File: src/rtl/gate_test_seq_pkg.sv
// Shared types and defaults for the gate test sequencer.
`default_nettype none

package gate_test_seq_pkg;

  typedef enum logic [1:0] {
    GATE_NOT = 2'd0,
    GATE_AND = 2'd1,
    GATE_OR  = 2'd2,
    GATE_XOR = 2'd3
  } gate_sel_e;

  typedef enum logic [2:0] {
    ST_IDLE   = 3'd0,
    ST_APPLY  = 3'd1,
    ST_WAIT   = 3'd2,
    ST_SAMPLE = 3'd3,
    ST_DONE   = 3'd4
  } state_e;

  localparam int DEF_N_IN   = 2;
  localparam int DEF_SETTLE = 4;

endpackage

`default_nettype wire

File: src/rtl/gate_ref_model.sv
// Combinational golden model: expected gate response for a stimulus vector.
`default_nettype none

module gate_ref_model
  import gate_test_seq_pkg::*;
#(
  parameter int N_IN = DEF_N_IN
) (
  input  gate_sel_e         gate_sel,
  input  logic [N_IN-1:0]   vector,
  output logic              expected
);

  always_comb begin
    expected = 1'b0;
    case (gate_sel)
      // NOT only looks at bit 0; upper bits are still swept by the sequencer
      GATE_NOT: expected = ~vector[0];
      GATE_AND: expected = &vector;
      GATE_OR:  expected = |vector;
      GATE_XOR: expected = ^vector;
      default:  expected = 1'b0;
    endcase
  end

endmodule

`default_nettype wire

File: src/rtl/gate_test_seq.sv
// Exhaustive gate tester: sweeps every input vector, waits SETTLE cycles,
// compares the gate response to a reference model and reports the result.
`default_nettype none

module gate_test_seq
  import gate_test_seq_pkg::*;
#(
  parameter int N_IN   = DEF_N_IN,
  parameter int SETTLE = DEF_SETTLE
) (
  input  logic            clk,
  input  logic            rst_n,
  input  logic            start,
  input  logic [1:0]      gate_sel,
  output logic [N_IN-1:0] dut_in,
  input  logic            dut_out,
  output logic            busy,
  output logic            done,
  output logic            pass,
  output logic [N_IN:0]   err_count,
  output logic [N_IN-1:0] fail_vec
);

  state_e          state;
  gate_sel_e       sel;
  logic [N_IN-1:0] vector;
  logic [7:0]      cnt;
  logic            seen_fail;
  logic            expected;
  logic            mismatch;

  gate_ref_model #(.N_IN(N_IN)) u_ref (
    .gate_sel (sel),
    .vector   (vector),
    .expected (expected)
  );

  assign mismatch = (dut_out != expected);

  always_ff @(posedge clk or negedge rst_n) begin
    if (!rst_n) begin
      state     <= ST_IDLE;
      sel       <= GATE_NOT;
      vector    <= '0;
      cnt       <= '0;
      seen_fail <= 1'b0;
      dut_in    <= '0;
      busy      <= 1'b0;
      done      <= 1'b0;
      pass      <= 1'b0;
      err_count <= '0;
      fail_vec  <= '0;
    end else begin
      case (state)
        ST_IDLE: begin
          if (start) begin
            state     <= ST_APPLY;
            sel       <= gate_sel_e'(gate_sel);
            vector    <= '0;
            dut_in    <= '0;
            err_count <= '0;
            fail_vec  <= '0;
            pass      <= 1'b0;
            seen_fail <= 1'b0;
            busy      <= 1'b1;
          end
        end
        ST_APPLY: begin
          cnt   <= 8'(SETTLE);
          state <= ST_WAIT;
        end
        ST_WAIT: begin
          // leave on the edge where the counter hits zero: SETTLE cycles here
          cnt <= cnt - 8'd1;
          if (cnt == 8'd1) state <= ST_SAMPLE;
        end
        ST_SAMPLE: begin
          if (mismatch) begin
            err_count <= err_count + (N_IN+1)'(1);
            if (!seen_fail) begin
              fail_vec  <= vector;
              seen_fail <= 1'b1;
            end
          end
          if (vector == '1) begin
            state <= ST_DONE;
            done  <= 1'b1;
            pass  <= (err_count == '0) && !mismatch;
          end else begin
            vector <= vector + N_IN'(1);
            dut_in <= vector + N_IN'(1);
            state  <= ST_APPLY;
          end
        end
        ST_DONE: begin
          done  <= 1'b0;
          busy  <= 1'b0;
          state <= ST_IDLE;
        end
        default: state <= ST_IDLE;
      endcase
    end
  end

endmodule

`default_nettype wire

File: config.mk
export PLATFORM = sky130hd
export DESIGN_NAME = gate_test_seq
export DESIGN_NICKNAME = d
export VERILOG_FILES = /design/src/rtl/gate_test_seq_pkg.sv /design/src/rtl/gate_ref_model.sv /design/src/rtl/gate_test_seq.sv
export SDC_FILE = /design/constraint.sdc
export NUM_CORES = 1
export LEC_CHECK = 0
export BUFFER_PORTS_ARGS = -buffer_cell sky130_fd_sc_hd__buf_2
export CORE_AREA = 2 2 55 57
export CTS_CLUSTER_DIAMETER = 150
export DETAILED_ROUTE_END_ITERATION = 16
export DIE_AREA = 0 0 57 59
export PLACE_DENSITY = 0.71
export SLEW_MARGIN = 20
export SYNTH_ARGS = -nofsm -noshare
export SYNTH_HDL_FRONTEND = slang
export SYNTH_SLANG_ARGS = --single-unit
File: constraint.sdc
create_clock -name clk -period 2 [get_ports clk]
set_input_delay 0.3 -clock clk [delete_from_list [all_inputs] [get_ports clk]]
set_output_delay 0.3 -clock clk [all_outputs]
set_load 0.02 [all_outputs]
==> impl_results.md, run 1 <==
* Critical path's slowest cell: mux4_2
* Clk_lat worst skew at about 0.31 ns
* CP delay by family, top: multiplexers
* Starting DRT DRC Count at 21
* GPL Wtd Cong at 0.782
* Core Area at 2710 um^2
* Ports at 16
* Synth Register Bits at 24
* First-pass GRT wire length at 4100 um
* Initial DRT Pass Iterations at 4
* Tot Pwr at 2310 uW
* Port bufs at 15
* Netlist cell types at 33
* TritonCTS Buffers at 3
* Share of cells above drive strength 1 at 24.3%
* Routed Wire Length at about 2300 um
* Compound-Gate Fraction of Synth Area at 14.4%
* Most used DFF post-synth: dfrtp_1
* Crit Path Category: reg2reg
* Synthesized cell area at 1210 um^2
* Starting Density at 44.6%
* Initial antenna violation count at 0
* Worst setup SP type: register
* Routed len/inst at 13.0 um
* DP HPWL at 1710 um
* Xor and xnor area share after synthesis at 2.07%
* Post-Synth Simple-Gate Area at 15.5%
* Skew final at around 0.013 ns
* Seq/Total Area, Yosys at approximately 50%
* Design area at 1430 um^2
* Final hold violations at 0
* Drt via density at 5.38
* Vias at approximately 940
* Commonest non-fill, non-tap cell in the layout: dfrtp_1
* Synth async-reset ratio at 100%
* Worst relative slew slack at 63.9%
* TritonCTS clock tree: built
* Largest net degree at the start of global routing at 25
* Die height at 59 um
* Max cap viols at 0
* Total gr overflow at 0
* R2R Setup Slk at 0.005 ns
* F_max at ~0.5 GHz
* Peak supply drop at 0.865 mV
* Synth Instances at 122
* Cell row count at 19
* Yosys warnings at 0
* Drc violations at 0
* Post-layout net count at 157
* RSZ-0062 raised after global routing: true
* Place WS at -0.0142 ns
* Routed Antenna Nets at 0
* Critical path cell sequence: inv_2 -> ha_4 -> mux4_2 -> xnor2_4 -> or3_4 -> mux2i_1
* Largest family of logic cells by synthesized area: simple AND/OR/NAND/NOR gates
* Placement Cell Area at 1360 um^2
* Diode count at 0
* Post-synth EDFFs at 0
* Final Setup Violations at 0
* Syn_area_per_cell at 9.92 um^2
* CTS sink count at 24
* Tcrit/Tclk final at about 100%
* H-tree levels at 1
* GRT Resource Usage Total at 15.3%
* Post-synthesis adder-cell area fraction at under 10%
* Placed Cells at 169
* Slowest stage delay, CP at 0.53 ns
* Syn nets at 134
* Mux share of post-synthesis cell area at approximately 8%
* Worst-Margin Slew at between 0.5 and 0.6 ns
* Status: completed
* LEAKAGE at 0.000688 uW
* Final Non-Filler Cells at 175
* CTS Root Cell: clkbuf_4
* Reg clk slew, reported paths at 0.14 ns
* Hold/Removal Path Class: in2reg
* Die W at 57 um
* Max-slew violations at 0
* WP buf/inv at 1
* Area growth from synthesis to final layout at 18.4%
* CP endpoint kind: register
* Power density cells at roughly 1600 nW/um^2
* Req. time, crit path at 2.20 ns
* Crit path max fanout at 3
* Fin util at ~53%
* Die area at around 3400 um^2
* WP data arrival at approximately 2.2 ns
* Layout fillers at roughly 260
* Minimum clock period at 2.00 ns
* Number of global-route vias before repair at 992
* Most frequent cells in the layout: 22 x dfrtp_1, 15 x nand2_1, 15 x o21ai_0, 15 x buf_2, 10 x inv_1
* Final setup margin at 0.00474 ns
* Clock tree buffer depth at 2
worst reg2reg max path, delay by kind of cell (launching register included):
kind          cells  cell delay (ns)
simple gates      1             0.34
flops             1             0.45
buf+inv           1             0.09
xor+xnor          1             0.15
fa+ha+maj         1             0.21
mux               2             0.66
layer usage:
layer | up-vias | track usage (%) | wire (um)
li1 | 468 | - | -
met1 | 461 | 17.6 | 993
met2 | 11 | 29.1 | 1210
met3 | 2 | 2.40 | 59
met4 | 0 | 4.65 | 10
met5 | - | 0 | 0
path summary, 6_finish.rpt:
| path | startpoint | end | cells after the start |
|---|---|---|---|
| worst max-delay path | vector[0]$_DFFE_PN0P_ | fail_vec[0]$_DFFE_PN0P_ | 6 |
| worst min-delay path | gate_sel[0] | sel[0]$_DFFE_PN0P_ | 2 |
| worst max register to register | vector[0]$_DFFE_PN0P_ | fail_vec[0]$_DFFE_PN0P_ | 6 |
| worst min register to register | cnt[6]$_DFFE_PN0N_ | cnt[6]$_DFFE_PN0N_ | 1 |
| max in group asynchronous | rst_n | vector[0]$_DFFE_PN0P_ | 2 |
| min in group asynchronous | rst_n | cnt[2]$_DFFE_PN0N_ | 2 |
cell usage after synthesis, types with 2 or more instances:
master   instances  area, um^2
mux2i_1          5        50.1
o21ai_0         15        75.1
nand2_1         15        56.3
a21oi_1          7        35.0
nor2_1           8        30.0
ha_1             6        75.1
nor3_1           3        15.0
inv_1           11        41.3
dfrtp_1         24         601
and3_1           2        12.5
nand3_1          3        15.0
mux2_2           2        22.5
timing repair:
action,CTS,global route
gates resized for setup,1,0
gates cloned,0,0
hold buffers,1,0
setup endpoints to repair,4,5
hold endpoints to repair,24,0
pin swaps,0,1
setup buffers,1,0
cell type report:
class	instances	area [um^2]	area share (%)
clock buffers	3	22.5	1.57
clock inverters	1	30.0	2.10
inverters	12	45.0	3.14
multi-input cells	85	586	40.9
flip-flops and latches	24	603	42.1
well taps	31	38.8	2.71
repair buffers	19	108	7.51
kinds of logic (layout without fill, tap and decap cells):
logic type                 count (synthesis)  count (layout)
AOI/OAI and AO/OA                         30              30
buffers and inverters                     13              35
DFF                                       24              24
muxes                                      8               8
adders and majority gates                  6               6
xor gates and xnor gates                   2               2
and+or+nand+nor                           39              39
per-stage QoR:
step           TNS, ns  hold WS, ns
2_1_floorplan  -0.0483      0.00441
3_3_place_gp         0        0.309
3_5_place_dp   -0.0321        0.314
4_1_cts              0        0.196
5_1_grt         -0.189        0.201
6_report             0        0.204
registers in the layout, summed over array words and instances (netlist names), 2 cells and up:
signal and flops:
cnt 8, state 3, vector 2, sel 2
err_count 3, fail_vec 2
power by group:
group          switching, uW  internal, uW
sequential               188           668
combinational            622           484
clock                    144           202
Note: power is estimated with default switching activity, not from simulation.
==> inputs of run 2 (changes only) <==
--- a/config.mk
+++ b/config.mk
@@ -10,7 +10,7 @@
 export CTS_CLUSTER_DIAMETER = 150
 export DETAILED_ROUTE_END_ITERATION = 16
 export DIE_AREA = 0 0 57 59
-export PLACE_DENSITY = 0.71
+export PLACE_DENSITY = 0.66
 export SLEW_MARGIN = 20
 export SYNTH_ARGS = -nofsm -noshare
 export SYNTH_HDL_FRONTEND = slang
==> impl_results.md, run 2 (synthesis gave the netlist of run 1 again) <==
* R2R Setup Slk at 0.02 ns
* Slowest stage delay, CP at 0.53 ns
* Worst relative slew slack at 62.5%
* Initial DRT Pass Iterations at 4
* Power Internal at between 1000 and 1500 uW
* RSZ-0062 raised after global routing: true
* Final Non-Filler Cells at 177
* Reg2reg start: vector[0]$_DFFE_PN0P_
* GPL Wtd Cong at 0.823
* Status: completed
* Final Setup Violations at 0
* Clock power share at around 10%
* Max reg flops at 8
* Minimum clock period at 1.98 ns
* Max-slew violations at 0
* Worst r2r dst: fail_vec[1]$_DFFE_PN0P_
* Power density cells at 1550 nW/um^2
* Ports at 16
* Area growth from synthesis to final layout at 17.5%
* Starting Density at between 40% and 50%
* Die W at 57 um
* Worst setup startpoint: vector[0]$_DFFE_PN0P_
* Tot Pwr at 2210 uW
* Placed Cells at 169
* Starting DRT DRC Count at 34
* Worst-Margin Slew at 0.557 ns
* Die height at 59 um
* Clk_lat worst skew at 0.31 ns
* Number of global-route vias before repair at 923
* Switch Pwr at ~950 uW
* Core Area at about 2700 um^2
* Die area at between 3000 and 4000 um^2
* Drt via density at 5.28
* H-tree levels at 1
* Worst Reg-to-Reg Cells at 6
* Sw Share at 43.3%
* Placement Cell Area at 1360 um^2
* CP delay by family, top: multiplexers
* DP HPWL at 1690 um
* Post-layout net count at 159
* Largest registers: cnt (8), err_count (3), state (3)
* Routed Antenna Nets at 0
* Critical path's slowest cell: mux4_2
* Final hold violations at 0
* Routed len/inst at 12.9 um
* Diode count at 0
* Commonest non-fill, non-tap cell in the layout: dfrtp_1
* Routed Wire Length at 2280 um
* Share of cells above drive strength 1 at between 20% and 30%
* GRT Resource Usage Total at around 15%
* Most frequent cells in the layout: 22 x dfrtp_1, 15 x nand2_1, 15 x o21ai_0, 15 x buf_2, 10 x inv_1
* LEAKAGE at 0.000684 uW
* WP buf/inv at 1
* Max cap viols at 0
* Sequential Power Share at 38.5%
* TritonCTS clock tree: built
* Largest net degree at the start of global routing at 25
* Req. time, crit path at approximately 2.2 ns
* Tcrit/Tclk final at between 90% and 100%
* Cell row count at 19
* Total gr overflow at 0
* Vias at 934
* Hold/Removal Path Class: in2reg
* Peak supply drop at 1.00 mV
* CTS Root Cell: clkbuf_4
* Drc violations at 0
* Skew final at roughly 0.0065 ns
* First-pass GRT wire length at 3880 um
* WP data arrival at 2.20 ns
* F_max at 0.504 GHz
* End of the critical path: fail_vec[1]$_DFFE_PN0P_
* TritonCTS Buffers at 3
* CP endpoint kind: register
* Biggest register: cnt
* Reg clk slew, reported paths at approximately 0.13 ns
* CP Depth at 6
* Design area at 1420 um^2
* Initial antenna violation count at 0
* Critical path cell sequence: inv_2 -> ha_4 -> mux4_2 -> xnor2_4 -> or3_4 -> mux2i_1
* Clock tree buffer depth at 2
* Worst setup SP type: register
* Comb power frac at 51.5%
* Crit path max fanout at 3
* Port bufs at 15
* CTS sink count at 24
* Crit Path Category: reg2reg
* Fin util at 52.4%
-- run 2: cell types whose count changed in the layout (fill, tap and decap cells not counted) --
| cell | change |
|---|---|
| bufinv_16 | -1 |
| clkbuf_1 | +1 |
| buf_4 | +2 |
-- run 2: final cells by class --
type                    count  area, um^2
repair buffers             21         123
clock buffers               4        26.3
well taps                  31        38.8
inverters                  12        45.0
flip-flops and latches     24         603
multi-input cells          85         586
fillers                   250        1290
-- run 2: repair_timing --
action,in CTS,in global routing
hold endpoints to repair,24,0
endpoints found under the setup margin,4,4
pin swaps,0,0
setup buffers,2,1
hold buffers,1,0
gates resized for setup,1,0
-- run 2: metrics by stage --
step	worst slack (ns)	TNS [ns]	hold slack [ns]
detailed placement	-0.0168	-0.0274	0.316
global placement	0.0400	0	0.309
floorplan	-0.0241	-0.0483	0.00441
finish	0.0152	0	0.204
global route	-0.0424	-0.117	0.184
CTS	0.00320	0	0.191
-- run 2: power by group through the flow --
stage | logic, uW | clock network [uW] | registers, uW
final | 1140 | 221 | 849
after global routing | 1290 | 246 | 879
after CTS | 1140 | 234 | 850
after detailed placement | 1080 | 0 | 867
after global placement | 1050 | 0 | 856
after floorplan | 764 | 0 | 885
-- run 2: routing by layer --
layer / global-route usage (%) / routed length (um) / up-vias
met3: 4.59 / 93 / 2
met1: 16.9 / 987 / 443
met2: 27.9 / 1180 / 19
met4: 3.65 / 17 / 0
met5: 0 / 0 / -
li1: - / - / 470
-- run 2: worst min-delay path by stage --
stage	startpoint	end	slack [ns]	cells past startpoint
after global placement	rst_n	cnt[2]$_DFFE_PN0N_	0.31	1
after detailed placement	rst_n	cnt[3]$_DFFE_PN0N_	0.32	1
after floorplan	rst_n	busy$_DFFE_PN0P_	0.004	0
after global routing	gate_sel[1]	sel[1]$_DFFE_PN0P_	0.18	2
final	gate_sel[0]	sel[0]$_DFFE_PN0P_	0.20	2
after CTS	gate_sel[0]	sel[0]$_DFFE_PN0P_	0.19	2
==> inputs of run 3 (changes only) <==
--- a/config.mk
+++ b/config.mk
@@ -7,6 +7,7 @@
 export LEC_CHECK = 0
 export BUFFER_PORTS_ARGS = -buffer_cell sky130_fd_sc_hd__buf_2
 export CORE_AREA = 2 2 55 57
+export CTS_BUF_LIST = sky130_fd_sc_hd__clkbuf_4 sky130_fd_sc_hd__clkbuf_8
 export CTS_CLUSTER_DIAMETER = 150
 export DETAILED_ROUTE_END_ITERATION = 16
 export DIE_AREA = 0 0 57 59
==> impl_results.md, run 3 (synthesis gave the netlist of run 1 again) <==
* Status: completed
* LEAKAGE at 0.000688 uW
* Sequential Power Share at a little under two fifths
* Final hold violations at 0
* Placement Cell Area at 1360 um^2
* Worst relative slew slack at 62.5%
* CTS sink count at 24
* Share of cells above drive strength 1 at 25.3%
* Commonest non-fill, non-tap cell in the layout: dfrtp_1
* Design area at 1430 um^2
* Drt via density at 5.27
* Ports at 16
* TritonCTS Buffers at 3
* RSZ-0062 raised after global routing: true
* Vias at 933
* Power Internal at 1260 uW
* Die height at between 50 and 60 um
* CTS Root Cell: clkbuf_4
* First-pass GRT wire length at 3880 um
* Most frequent cells in the layout: 22 x dfrtp_1, 15 x nand2_1, 15 x o21ai_0, 15 x buf_2, 10 x inv_1
* Worst setup SP type: register
* Drc violations at 0
* Initial antenna violation count at 0
* Routed Antenna Nets at 0
* Largest net degree at the start of global routing at 25
* Max reg flops at 8
* Peak supply drop at between 1 and 1.5 mV
* Placed Cells at 169
* GPL Wtd Cong at approximately 0.82
* Worst-Margin Slew at between 0.5 and 0.6 ns
* Switch Pwr at between 900 and 1000 uW
* Die area at 3360 um^2
* DP HPWL at roughly 1700 um
* Number of global-route vias before repair at around 900
* Total Negative Setup Slacks at 0 ns
* Power density cells at approximately 1600 nW/um^2
* CP endpoint kind: register
* Biggest register: cnt
* Largest registers: cnt (8), err_count (3), state (3)
* Final Setup Violations at 0
* Post-layout net count at 159
* GRT Resource Usage Total at 15.0%
* Final Non-Filler Cells at 177
* Minimum clock period at 1.98 ns
* Req. time, crit path at around 2.2 ns
* Fin util at between 50 and 60%
* Crit path max fanout at 3
* Reg clk slew, reported paths at 0.13 ns
* Routed Wire Length at 2280 um
* Area growth from synthesis to final layout at 17.8%
* WP data arrival at 2.20 ns
* F_max at a little over 0.5 GHz
* Max cap viols at 0
* Tcrit/Tclk final at 99.2%
* Diode count at 0
* Hold/Removal Path Class: in2reg
* H-tree levels at 1
* Clock tree buffer depth at 2
* Clk_lat worst skew at between 0.3 and 0.4 ns
* Port bufs at 15
* Starting Density at 44.6%
* Routed len/inst at 12.9 um
* Sw Share at a little over two fifths
* Clock power share at 10.6%
* Crit Path Category: reg2reg
* Core Area at roughly 2700 um^2
* Initial DRT Pass Iterations at 4
* TritonCTS clock tree: built
* Max-slew violations at 0
* Starting DRT DRC Count at 37
* Cell row count at 19
* Comb power frac at 51.2%
* Total gr overflow at 0
* Die W at 57 um
* Skew final at 0.00628 ns
## run 3: worst paths after layout
kind	end	slack, ns	startpoint	depth (start not counted)
min in group asynchronous	pass$_DFFE_PN0P_	0.48	rst_n	2
hold / removal	sel[0]$_DFFE_PN0P_	0.20	gate_sel[0]	2
hold reg to reg	cnt[6]$_DFFE_PN0N_	0.50	cnt[6]$_DFFE_PN0N_	1
max in group asynchronous	vector[1]$_DFFE_PN0P_	1.13	rst_n	2
setup reg to reg	fail_vec[1]$_DFFE_PN0P_	0.02	vector[0]$_DFFE_PN0P_	6
setup / recovery	fail_vec[1]$_DFFE_PN0P_	0.02	vector[0]$_DFFE_PN0P_	6
## run 3: repair_timing
| item | 4_1_cts | 5_1_grt |
|---|---|---|
| endpoints found under the setup margin | 4 | 4 |
| hold endpoints to repair | 24 | 0 |
| resized for setup | 1 | 0 |
| buffers inserted | 2 | 1 |
| hold buffers | 1 | 0 |
## run 3: power by group through the flow
stage                     combinational [uW]  clock, uW  sequential (uW)
final                                   1140        234              849
after floorplan                          764          0              885
after detailed placement                1080          0              867
after CTS                               1140        247              850
after global placement                  1050          0              856
after global routing                    1290        259              879
## run 3: layer usage
layer	wire length, um	vias up	track usage [%]
met4	17	0	3.65
met5	0	-	0
met1	985	440	16.9
li1	-	470	-
met3	96	2	4.59
met2	1180	21	27.9
## run 3: area by class of cell
type,count,area [um^2]
clock buffer,4,30.0
multi-input combinational,85,586
inverter,12,45.0
tap,31,38.8
sequential,24,603
timing repair buffer,21,123
fill,251,1280
## run 3: worst max-delay path, cell delays in order (launching register included)
cell and delay (ns):
dfrtp_2 0.44, inv_2 0.09, ha_4 0.20, mux4_2 0.53, xnor2_4 0.15, or3_4 0.34, mux2i_1 0.13
## run 3: stage by stage
step           hold slack (ns)  setup WS, ns  power, uW
3_3_place_gp             0.309        0.0400       1900
3_5_place_dp             0.316       -0.0168       1950
6_report                 0.204        0.0152       2220
5_1_grt                  0.183       -0.0425       2430
4_1_cts                  0.191       0.00324       2230
2_1_floorplan          0.00441       -0.0241       1650
